### config.mk
export PLATFORM = sky130hd
export DESIGN_NAME = grf_wb_queue
export DESIGN_NICKNAME = d
export VERILOG_FILES = /design/src/rtl/grf_wb_queue.sv
export SDC_FILE = /design/constraint.sdc
export NUM_CORES = 1
export LEC_CHECK = 0
export BUFFER_PORTS_ARGS = -buffer_cell sky130_fd_sc_hd__buf_2
export CAP_MARGIN = 20
export CELL_PAD_IN_SITES_DETAIL_PLACEMENT = 0
export CELL_PAD_IN_SITES_GLOBAL_PLACEMENT = 2
export CORE_ASPECT_RATIO = 0.6
export CORE_UTILIZATION = 40
export DETAILED_ROUTE_END_ITERATION = 10
export PLACE_DENSITY = 0.78
export SLEW_MARGIN = 20
export SYNTH_ARGS = -nofsm -noshare
export SYNTH_HDL_FRONTEND = slang
export SYNTH_SLANG_ARGS = --single-unit
### constraint.sdc
create_clock -name clk -period 5.25 [get_ports clk]
set_input_delay 1.575 -clock clk [delete_from_list [all_inputs] [get_ports clk]]
set_output_delay 1.575 -clock clk [all_outputs]
set_load 0.05 [all_outputs]
### src/rtl/grf_wb_queue.sv
// grf_wb_queue: in-order write-back buffer in front of the GRF's single write port.
// Producers such as the mul/div unit and the load path enqueue {pc, addr, data}
// requests. The queue drains them one per cycle into the GRF. Two lookup ports
// forward the youngest queued value for a register.
// Optional build macro GRF_WB_TRACE_EN: print one trace line per drained non-$0 write.
//
// Handshakes: a transfer happens on a rising edge where valid && ready are both high.
// Input side is in_valid/in_ready. GRF side is grf_we/grf_ready. Once valid is raised,
// it and its payload stay unchanged until the transfer happens. Ready never depends
// on valid. in_ready is !full, so a full queue refuses a push even in a popping cycle.
module grf_wb_queue #(
    parameter int DEPTH = 4,
    parameter int AW    = 2
) (
    input  logic          clk,
    input  logic          reset,
    input  logic          in_valid,
    output logic          in_ready,
    input  logic [31:0]   in_pc,
    input  logic [4:0]    in_addr,
    input  logic [31:0]   in_data,
    output logic          grf_we,
    input  logic          grf_ready,
    output logic [31:0]   grf_pc,
    output logic [4:0]    grf_addr,
    output logic [31:0]   grf_data,
    input  logic [4:0]    q_addr1,
    input  logic [4:0]    q_addr2,
    output logic          fwd_hit1,
    output logic [31:0]   fwd_data1,
    output logic          fwd_hit2,
    output logic [31:0]   fwd_data2,
    output logic [AW:0]   count,
    output logic          full,
    output logic          empty
);

    // Entry storage. Reset does not clear it, because only wp/rp/count define validity.
    logic [31:0] pc_mem   [DEPTH];
    logic [4:0]  addr_mem [DEPTH];
    logic [31:0] data_mem [DEPTH];

    logic [AW-1:0] wp;
    logic [AW-1:0] rp;
    logic          push;
    logic          pop;

    assign full     = (count == (AW+1)'(DEPTH));
    assign empty    = (count == '0);
    assign in_ready = !full;
    assign grf_we   = !empty;
    assign push     = in_valid && in_ready;
    assign pop      = grf_we && grf_ready;

    // Head of the queue feeds the GRF write port directly. It is don't-care while empty.
    assign grf_pc   = pc_mem[rp];
    assign grf_addr = addr_mem[rp];
    assign grf_data = data_mem[rp];

    // Capture an accepted request at the write pointer.
    always_ff @(posedge clk) begin
        if (push) begin
            pc_mem[wp]   <= in_pc;
            addr_mem[wp] <= in_addr;
            data_mem[wp] <= in_data;
        end
    end

    // Pointer and occupancy bookkeeping. Reset drops all pending entries at once.
    always_ff @(posedge clk or posedge reset) begin
        if (reset) begin
            wp    <= '0;
            rp    <= '0;
            count <= '0;
        end else begin
            if (push) wp <= wp + AW'(1);
            if (pop)  rp <= rp + AW'(1);
            if (push && !pop)      count <= count + (AW+1)'(1);
            else if (pop && !push) count <= count - (AW+1)'(1);
        end
    end

    // Youngest-match forwarding. The scan walks oldest to youngest, so later hits
    // override earlier ones. $0 never matches. The entry being pushed this cycle is
    // not yet counted, so it cannot match.
    always_comb begin
        fwd_hit1  = 1'b0;
        fwd_data1 = '0;
        fwd_hit2  = 1'b0;
        fwd_data2 = '0;
        for (int i = 0; i < DEPTH; i++) begin
            if ((AW+1)'(i) < count) begin
                if (q_addr1 != 5'd0 && addr_mem[rp + AW'(i)] == q_addr1) begin
                    fwd_hit1  = 1'b1;
                    fwd_data1 = data_mem[rp + AW'(i)];
                end
                if (q_addr2 != 5'd0 && addr_mem[rp + AW'(i)] == q_addr2) begin
                    fwd_hit2  = 1'b1;
                    fwd_data2 = data_mem[rp + AW'(i)];
                end
            end
        end
    end

`ifdef GRF_WB_TRACE_EN
    // Print each architecturally visible GRF write as it drains.
    always_ff @(posedge clk) begin
        if (!reset && pop && grf_addr != 5'd0) begin
            $display("@%h: $%d <= %h", grf_pc, grf_addr, grf_data);
        end
    end
`else
`endif

endmodule

==> key figures, run 1 <==
Clock tree
  – Clock slew at reported path FFs: 0.06 ns
  – CTS Root Cell: clkbuf_16
  – Worst-Skew Late Latency: 0.56 ns
  – TritonCTS clock tree: built
  – Clock Sinks: 283
  – CTS Buf Count: 28
  – Clk buf depth: 3
  – Post-cts hold buffer count: 0
  – H-tree levels: 1

Power and ir drop
  – Max VDD drop: 0.000425 V
  – Pwr dens: 695 mW/mm²
  – Power consumption: 13600 µW
  – Leakage: 0.00691 µW

Drt
  – Top Layer Used: met5
  – WL met3: 2430 µm
  – Initial DRC Count: 700
  – Vias/cell: 5.76
  – Final WL: 44300 µm
  – Met1 Routed Length: 20500 µm
  – Wire per inst: 23.2 µm
  – DR vias: 11.0k
  – Remaining DRCs: 0
  – WL met2: 20600 µm
  – Detail Route Antenna Nets: 0
  – Drt first pass iters: 5

Setup path
  – Most used cell, CP: buf_2
  – Family with the most delay on the worst path: buffers and inverters
  – Slowest CP cell: or3_1
  – CP arrival: 3.59 ns
  – WP depth: 10
  – Slowest cell delay on critical path: 0.40 ns
  – WS Path Type: in -> out
  – CP required: 3.68 ns
  – Crit path launch type: input port
  – Worst R2R Path Depth: 5
  – Buf/Inv on CP: 4
  – Crit end category: output pin
  – CP Max Fanout: 16
  – CP Cell Sequence: buf_2 -> nor4_4 -> and2_1 -> or3_1 -> a211oi_4 -> buf_4 -> buf_12 -> a221oi_1 -> o31ai_4 -> buf_2

GRT
  – GRT Overall Usage: 22.1%
  – Vias in the first global route: 10.9k
  – Initial antenna violation count: 6
  – GRT Residual Overflow: 0
  – First-pass GRT wire length: 67600 µm
  – Largest net degree at the start of global routing: 79

Finish
  – FILL cells: 3383
  – Share of cells above drive strength 1: 40.3%
  – Register cell area after layout: 0.00847 mm²
  – Layout net count: 1459
  – Commonest non-fill, non-tap cell in the layout: edfxtp_1
  – Most frequent cells in the layout: edfxtp_1, buf_2, mux4_2
  – Finished Layout Cells: 1913
  – Multi-input logic area: 0.00750 mm²
  – Syn-to-layout area delta: 23.4%
  – Final instance area: 0.0195 mm²

STA
  – Fmax: 194 MHz
  – Rel. slew slack: 33.5%
  – Slew Limit Fails: 0
  – Final hold viol count: 0
  – Fin Clk Skew: 0.00748 ns
  – Worst Tran Pin Value: 0.997 ns
  – Period utilization: 98.4%
  – Final Critical Period: 5.16 ns
  – Endpoints failing setup: 0

Place
  – Cells after DPL: 1853
  – HPWL reported at the end of detailed placement: 29300 µm
  – GPL Wtd Cong: 0.888
  – Dpl cell area: 0.0183 mm²
  – Port Buffers: 224

Flow run
  – Number of max-cap violations: 0

Die
  – Die Span Y: 156 µm
  – # IOs: 225
  – Initial core utilization: 40.5%
  – Total core area: 0.0390 mm²
  – Chip width: 259 µm
  – Site Rows: 56
  – Die area: 0.0404 mm²

Min path
  – Worst hold path stage count: 2
  – Worst Hold Class: reg -> reg

Synthesis
  – Netlist cell types: 54
  – Post-Synthesis Cells: 1158
  – Register area share after synthesis: 53.5%
  – Most used DFF post-synth: edfxtp_1
  – Syn nets: 1250
  – Synth async-reset ratio: 2.47%
  – Cell Area, Synth: 0.0158 mm²
  – Yosys warns: 0
  – FF+latch count, synth: 283
  – Synth Area per Inst: 13.7 µm²
  – Post-synth EDFFs: 276

Run status
  – Status: complete, no violations
==> where the power goes <==
part | internal [µW] | switching, µW
logic | 2720 | 5470
clock network | 1290 | 859
registers | 2990 | 240
==> state kept, by name (all words and copies together), names as in the netlist <==
register and cells:
count 3, wp 2, addr_mem 20, rp 2, pc_mem 128, data_mem 128
==> stage by stage <==
stage               TNS [ns]  util, %  worst slack (ns)  hold WS (ns)
floorplan            -0.0934        -           -0.0934         0.580
global placement       -1.21     47.0            -0.131         0.614
detailed placement     -1.55     47.0            -0.139         0.632
CTS                        0     49.6            0.0102         0.653
global route        -0.00341     50.0          -0.00341         0.673
finish                     0     50.0            0.0857         0.648
==> path summary, 6_finish.rpt <==
| check | startpoint | endpoint | slack (ns) |
|---|---|---|---|
| max | q_addr2[4] | fwd_data2[28] | 0.09 |
| min | count[1]$_DFFE_PP0P_ | count[1]$_DFFE_PP0P_ | 0.65 |
| max reg2reg | count[0]$_DFFE_PP0P_ | data_mem[3][15]$_DFFE_PP_ | 2.58 |
| min reg2reg | count[1]$_DFFE_PP0P_ | count[1]$_DFFE_PP0P_ | 0.65 |
| max in group asynchronous | reset | rp[1]$_DFFE_PP0P_ | 4.07 |
| min in group asynchronous | reset | rp[0]$_DFFE_PP0P_ | 0.93 |
==> tightest hold or removal path, stage by stage (launching register included) <==
cell and delay (ns):
dfrtp_1 0.47, nand2_1 0.08, o21ai_0 0.07
==> cells in the mapped netlist (10+ instances only) <==
cell	number	share of area [%]
mux2i_1	40	2.5
a221oi_1	16	0.89
o31ai_1	14	0.66
nor2b_1	31	1.2
a211oi_2	12	0.95
a211oi_1	24	1.1
nor2_2	14	0.55
clkbuf_1	46	1.1
and2_1	20	0.79
xnor2_1	41	2.3
nor2_1	43	1.0
o21ai_0	43	1.4
a21oi_1	37	1.2
a21o_1	17	0.81
inv_1	10	0.24
a31oi_1	33	1.3
mux2_2	21	1.5
buf_2	39	1.2
a221oi_2	12	1.1
nor3_1	73	2.3
and3_1	21	0.83
o21ai_1	10	0.32
edfxtp_1	276	52
nand2_1	74	1.8
mux4_2	103	15
nor3b_1	13	0.62
==> final cells by class <==
class,instances,area share (%)
clock inverters,12,0.974
flip-flops and latches,283,43.4
diodes,4,0.0513
clock buffers,38,4.04
repair buffers,284,9.60
multi-input cells,759,38.4
inverters,11,0.211
well taps,522,3.34
==> layer usage <==
layer,up-vias,GRT usage (%)
met1,5618,31.4
met5,-,0
met4,2,4.59
li1,5021,-
met2,317,35.6
met3,56,3.80
==> repair_timing <==
| action | 4_1_cts | 5_1_grt |
|---|---|---|
| setup endpoints to repair | 61 | 59 |
| pin swaps | 0 | 5 |
| setup buffers | 4 | 2 |
| resized for setup | 3 | 34 |
==> kinds of logic (layout without fill, tap and decap cells) <==
logic type	count (synthesis)	after routing	share of synthesized area, %
other	0	4	0
muxes	168	168	19.3
buffers and inverters	116	345	3.49
and+or+nand+nor	312	312	10.3
adders and majority gates	9	9	0.712
DFF	283	283	53.5
xor gates and xnor gates	45	45	2.49
AOI/OAI and AO/OA	225	225	10.2
Note: power is estimated with default switching activity, not from simulation.
==> run 2: changes to the inputs <==
==> constraint.sdc (replaced) <==
create_clock -name clk -period 5.25 [get_ports clk]
set_input_delay 1.575 -clock clk [delete_from_list [all_inputs] [get_ports clk]]
set_output_delay 1.575 -clock clk [all_outputs]
set_load 0.02 [all_outputs]
==> run 2 against run 1 <==
Against the previous run: via count grew 1.1%; hold slack lost 0.0077 ns; power shrank 13%; fmax shrank 0.79%; clock-buffer cell count shrank 6; critical endpoint is now fwd_data2[10]; routed wire length grew 1.4%; die area is the same; register-to-register slack gained 0.04 ns; sequential share of layout area grew 1.2 points; final area shrank 2.7%; highest routed layer is now met4; cell count grew 1.5%; clock power shrank 2%.
==> key figures, run 2 (synthesis gave the netlist of run 1 again) <==
Power and ir drop
  – Sw Pwr: 5100 µW (-22%)
  – Logic gate share of total power: 55.0% (-5.3 points)
  – Max VDD drop: 0.000322 V (-24%)
  – Pwr dens: 622 mW/mm² (-11%)
  – Clock network power share: 17.7% (+1.8 points)
  – Sw Share: 43.1% (-5.3 points)
  – Flop pwr share: 27.3% (+3.5 points)
  – Leakage: 0.00688 µW (-0.38%)
  – Cell-internal power: 6720 µW (-4.0%)
  – Power consumption: 11800 µW (-13%)

STA
  – Setup WS post-layout: 0.0448 ns (-0.0409 ns)
  – Endpoints failing setup: 0 (unchanged)
  – Slew Limit Fails: 0 (unchanged)
  – Final TNS setup: 0 ns (unchanged)
  – RSZ-0062 raised after global routing: yes
  – Final Critical Period: 5.21 ns (+0.0409 ns)
  – Fmax: 192 MHz (-0.79%)
  – Worst Tran Pin Value: 1.01 ns (+0.0109 ns)
  – Fin Clk Skew: 0.0113 ns (+0.00384 ns)
  – Final hold viol count: 0 (unchanged)
  – Period utilization: 99.1% (+0.78 points)
  – Rel. slew slack: 32.8% (-0.73 points)

Clock tree
  – CTS Buf Count: 29 (+3.6%)
  – Post-cts hold buffer count: 0 (unchanged)
  – Worst-Skew Late Latency: 0.57 ns (about the same)
  – CTS Root Cell: clkbuf_16
  – Clk buf depth: 3 (unchanged)
  – TritonCTS clock tree: built
  – Clock Sinks: 283 (unchanged)
  – Clock slew at reported path FFs: 0.06 ns (about the same)
  – H-tree levels: 1 (unchanged)

Drt
  – DR vias: 11.1k (+1.1%)
  – Detail Route Antenna Nets: 0 (unchanged)
  – Drt first pass iters: 5 (unchanged)
  – Initial DRC Count: 1026 (+47%)
  – Remaining DRCs: 0 (unchanged)
  – Wire per inst: 23.2 µm (about the same)
  – Vias/cell: 5.73 (-0.45%)
  – Final WL: 45000 µm (+1.4%)

Die
  – Die area: 0.0404 mm² (unchanged)
  – Die Span Y: 156 µm (unchanged)
  – Site Rows: 56 (unchanged)
  – Initial core utilization: 40.5% (unchanged)
  – Chip width: 259 µm (unchanged)
  – # IOs: 225 (unchanged)
  – Total core area: 0.0390 mm² (unchanged)

Place
  – Place WS: -0.0352 ns (+0.104 ns)
  – Port Buffers: 224 (unchanged)
  – GPL Wtd Cong: 0.849 (-4.4%)
  – Cells after DPL: 1866 (+0.70%)
  – HPWL reported at the end of detailed placement: 29300 µm (+0.17%)

Finish
  – Syn-to-layout area delta: 20.1%
  – FILL cells: 3425 (+1.2%)
  – Most frequent cells in the layout: edfxtp_1, buf_2, mux4_2
  – Commonest non-fill, non-tap cell in the layout: edfxtp_1
  – Layout net count: 1484 (+1.7%)
  – Share of cells above drive strength 1: 38.5% (-1.8 points)
  – Largest registers: data_mem: 128 flops, pc_mem: 128 flops, addr_mem: 20 flops
  – Finished Layout Cells: 1942 (+1.5%)

Setup path
  – WS Path Type: in -> out
  – CP Launch Point: q_addr2[2]
  – CP required: 3.68 ns (about the same)
  – Critical R2R Launch: count[0]$_DFFE_PP0P_
  – Crit end category: output pin
  – CP arrival: 3.63 ns (+0.04 ns)
  – CP Max Fanout: 11 (-5)
  – Crit path launch type: input port

GRT
  – Initial antenna violation count: 4 (-2)
  – GRT Overall Usage: 22.1% (about the same)
  – First-pass GRT wire length: 67400 µm (-0.36%)
  – Vias in the first global route: 10.7k (-2.4%)
  – GRT Residual Overflow: 0 (unchanged)
  – Largest net degree at the start of global routing: 79 (unchanged)

Run status
  – Status: complete, no violations

Min path
  – Hold path start: wp[0]$_DFFE_PP0P_
  – Worst Hold Class: reg -> reg

Flow run
  – Number of max-cap violations: 0 (unchanged)
[run 2: changes by cell type in the layout (fill, tap and decap cells not counted), sizes merged]
cell / before / now
buf: 276 / 307
bufinv: 5 / 3
clkbuf: 46 / 33
clkinv: 7 / 12
clkinvlp: 0 / 2
diode: 4 / 5
inv: 11 / 16
[run 2: through the flow]
step	utilization, %	hold WS (ns)	cell area, µm²
global route	48.7	0.679	19000
global placement	45.5	0.606	17800
CTS	48.2	0.637	18800
floorplan	-	0.580	15800
detailed placement	45.5	0.622	17800
finish	48.7	0.640	19000
[run 2: worst max-delay path: stages]
cell and delay (ns):
buf_2 0.14, nor4_2 0.06, buf_4 0.13, and2_1 0.19, or3_4 0.39, a211oi_4 0.24, buf_6 0.16, clkbuf_16 0.18
a221oi_1 0.09, o31ai_1 0.25, buf_2 0.21
[run 2: final timing paths]
| path | to | slack [ns] | depth (start not counted) |
|---|---|---|---|
| worst max register to register | data_mem[1][17]$_DFFE_PP_ | 2.62 | 5 |
| worst max-delay path | fwd_data2[10] | 0.04 | 11 |
| worst min register to register | wp[0]$_DFFE_PP0P_ | 0.64 | 2 |
| max in group asynchronous | rp[1]$_DFFE_PP0P_ | 4.09 | 2 |
| worst min-delay path | wp[0]$_DFFE_PP0P_ | 0.64 | 2 |
| min in group asynchronous | count[2]$_DFFE_PP0P_ | 0.93 | 2 |
[run 2: power groups by stage]
stage / combinational (µW) / sequential (µW) / clock, µW
after floorplan: 4470 / 3200 / 0
after global placement: 6240 / 3310 / 0
after detailed placement: 6230 / 3340 / 0
after CTS: 6410 / 3230 / 2140
after global routing: 6980 / 3270 / 2220
final: 6500 / 3220 / 2100
[run 2: what timing repair did]
action	CTS	global route
gates cloned	0	1
endpoints found under the setup margin	48	46
setup buffers	6	10
gates resized for setup	5	26
pin swaps	0	15
[run 2: cell type report]
cell class	count	area, µm²	share of cell area [%]
inverter	11	41.3	0.217
sequential	283	8470	44.6
timing repair buffer	308	1960	10.3
clock inverter	22	213	1.12
multi-input combinational	759	6920	36.4
clock buffer	32	737	3.88
antenna	5	12.5	0.0658
tap	522	653	3.44
[run 2: metal layers]
metal | vias to the layer above | share of wire (%) | wire length [µm] | track usage [%]
li1 | 5085 | - | - | -
met1 | 5629 | 46 | 20800 | 32.0
met2 | 364 | 45 | 20200 | 33.9
met3 | 53 | 7.2 | 3230 | 4.94
met4 | 0 | 1.7 | 744 | 4.71
met5 | - | 0 | 0 | 0
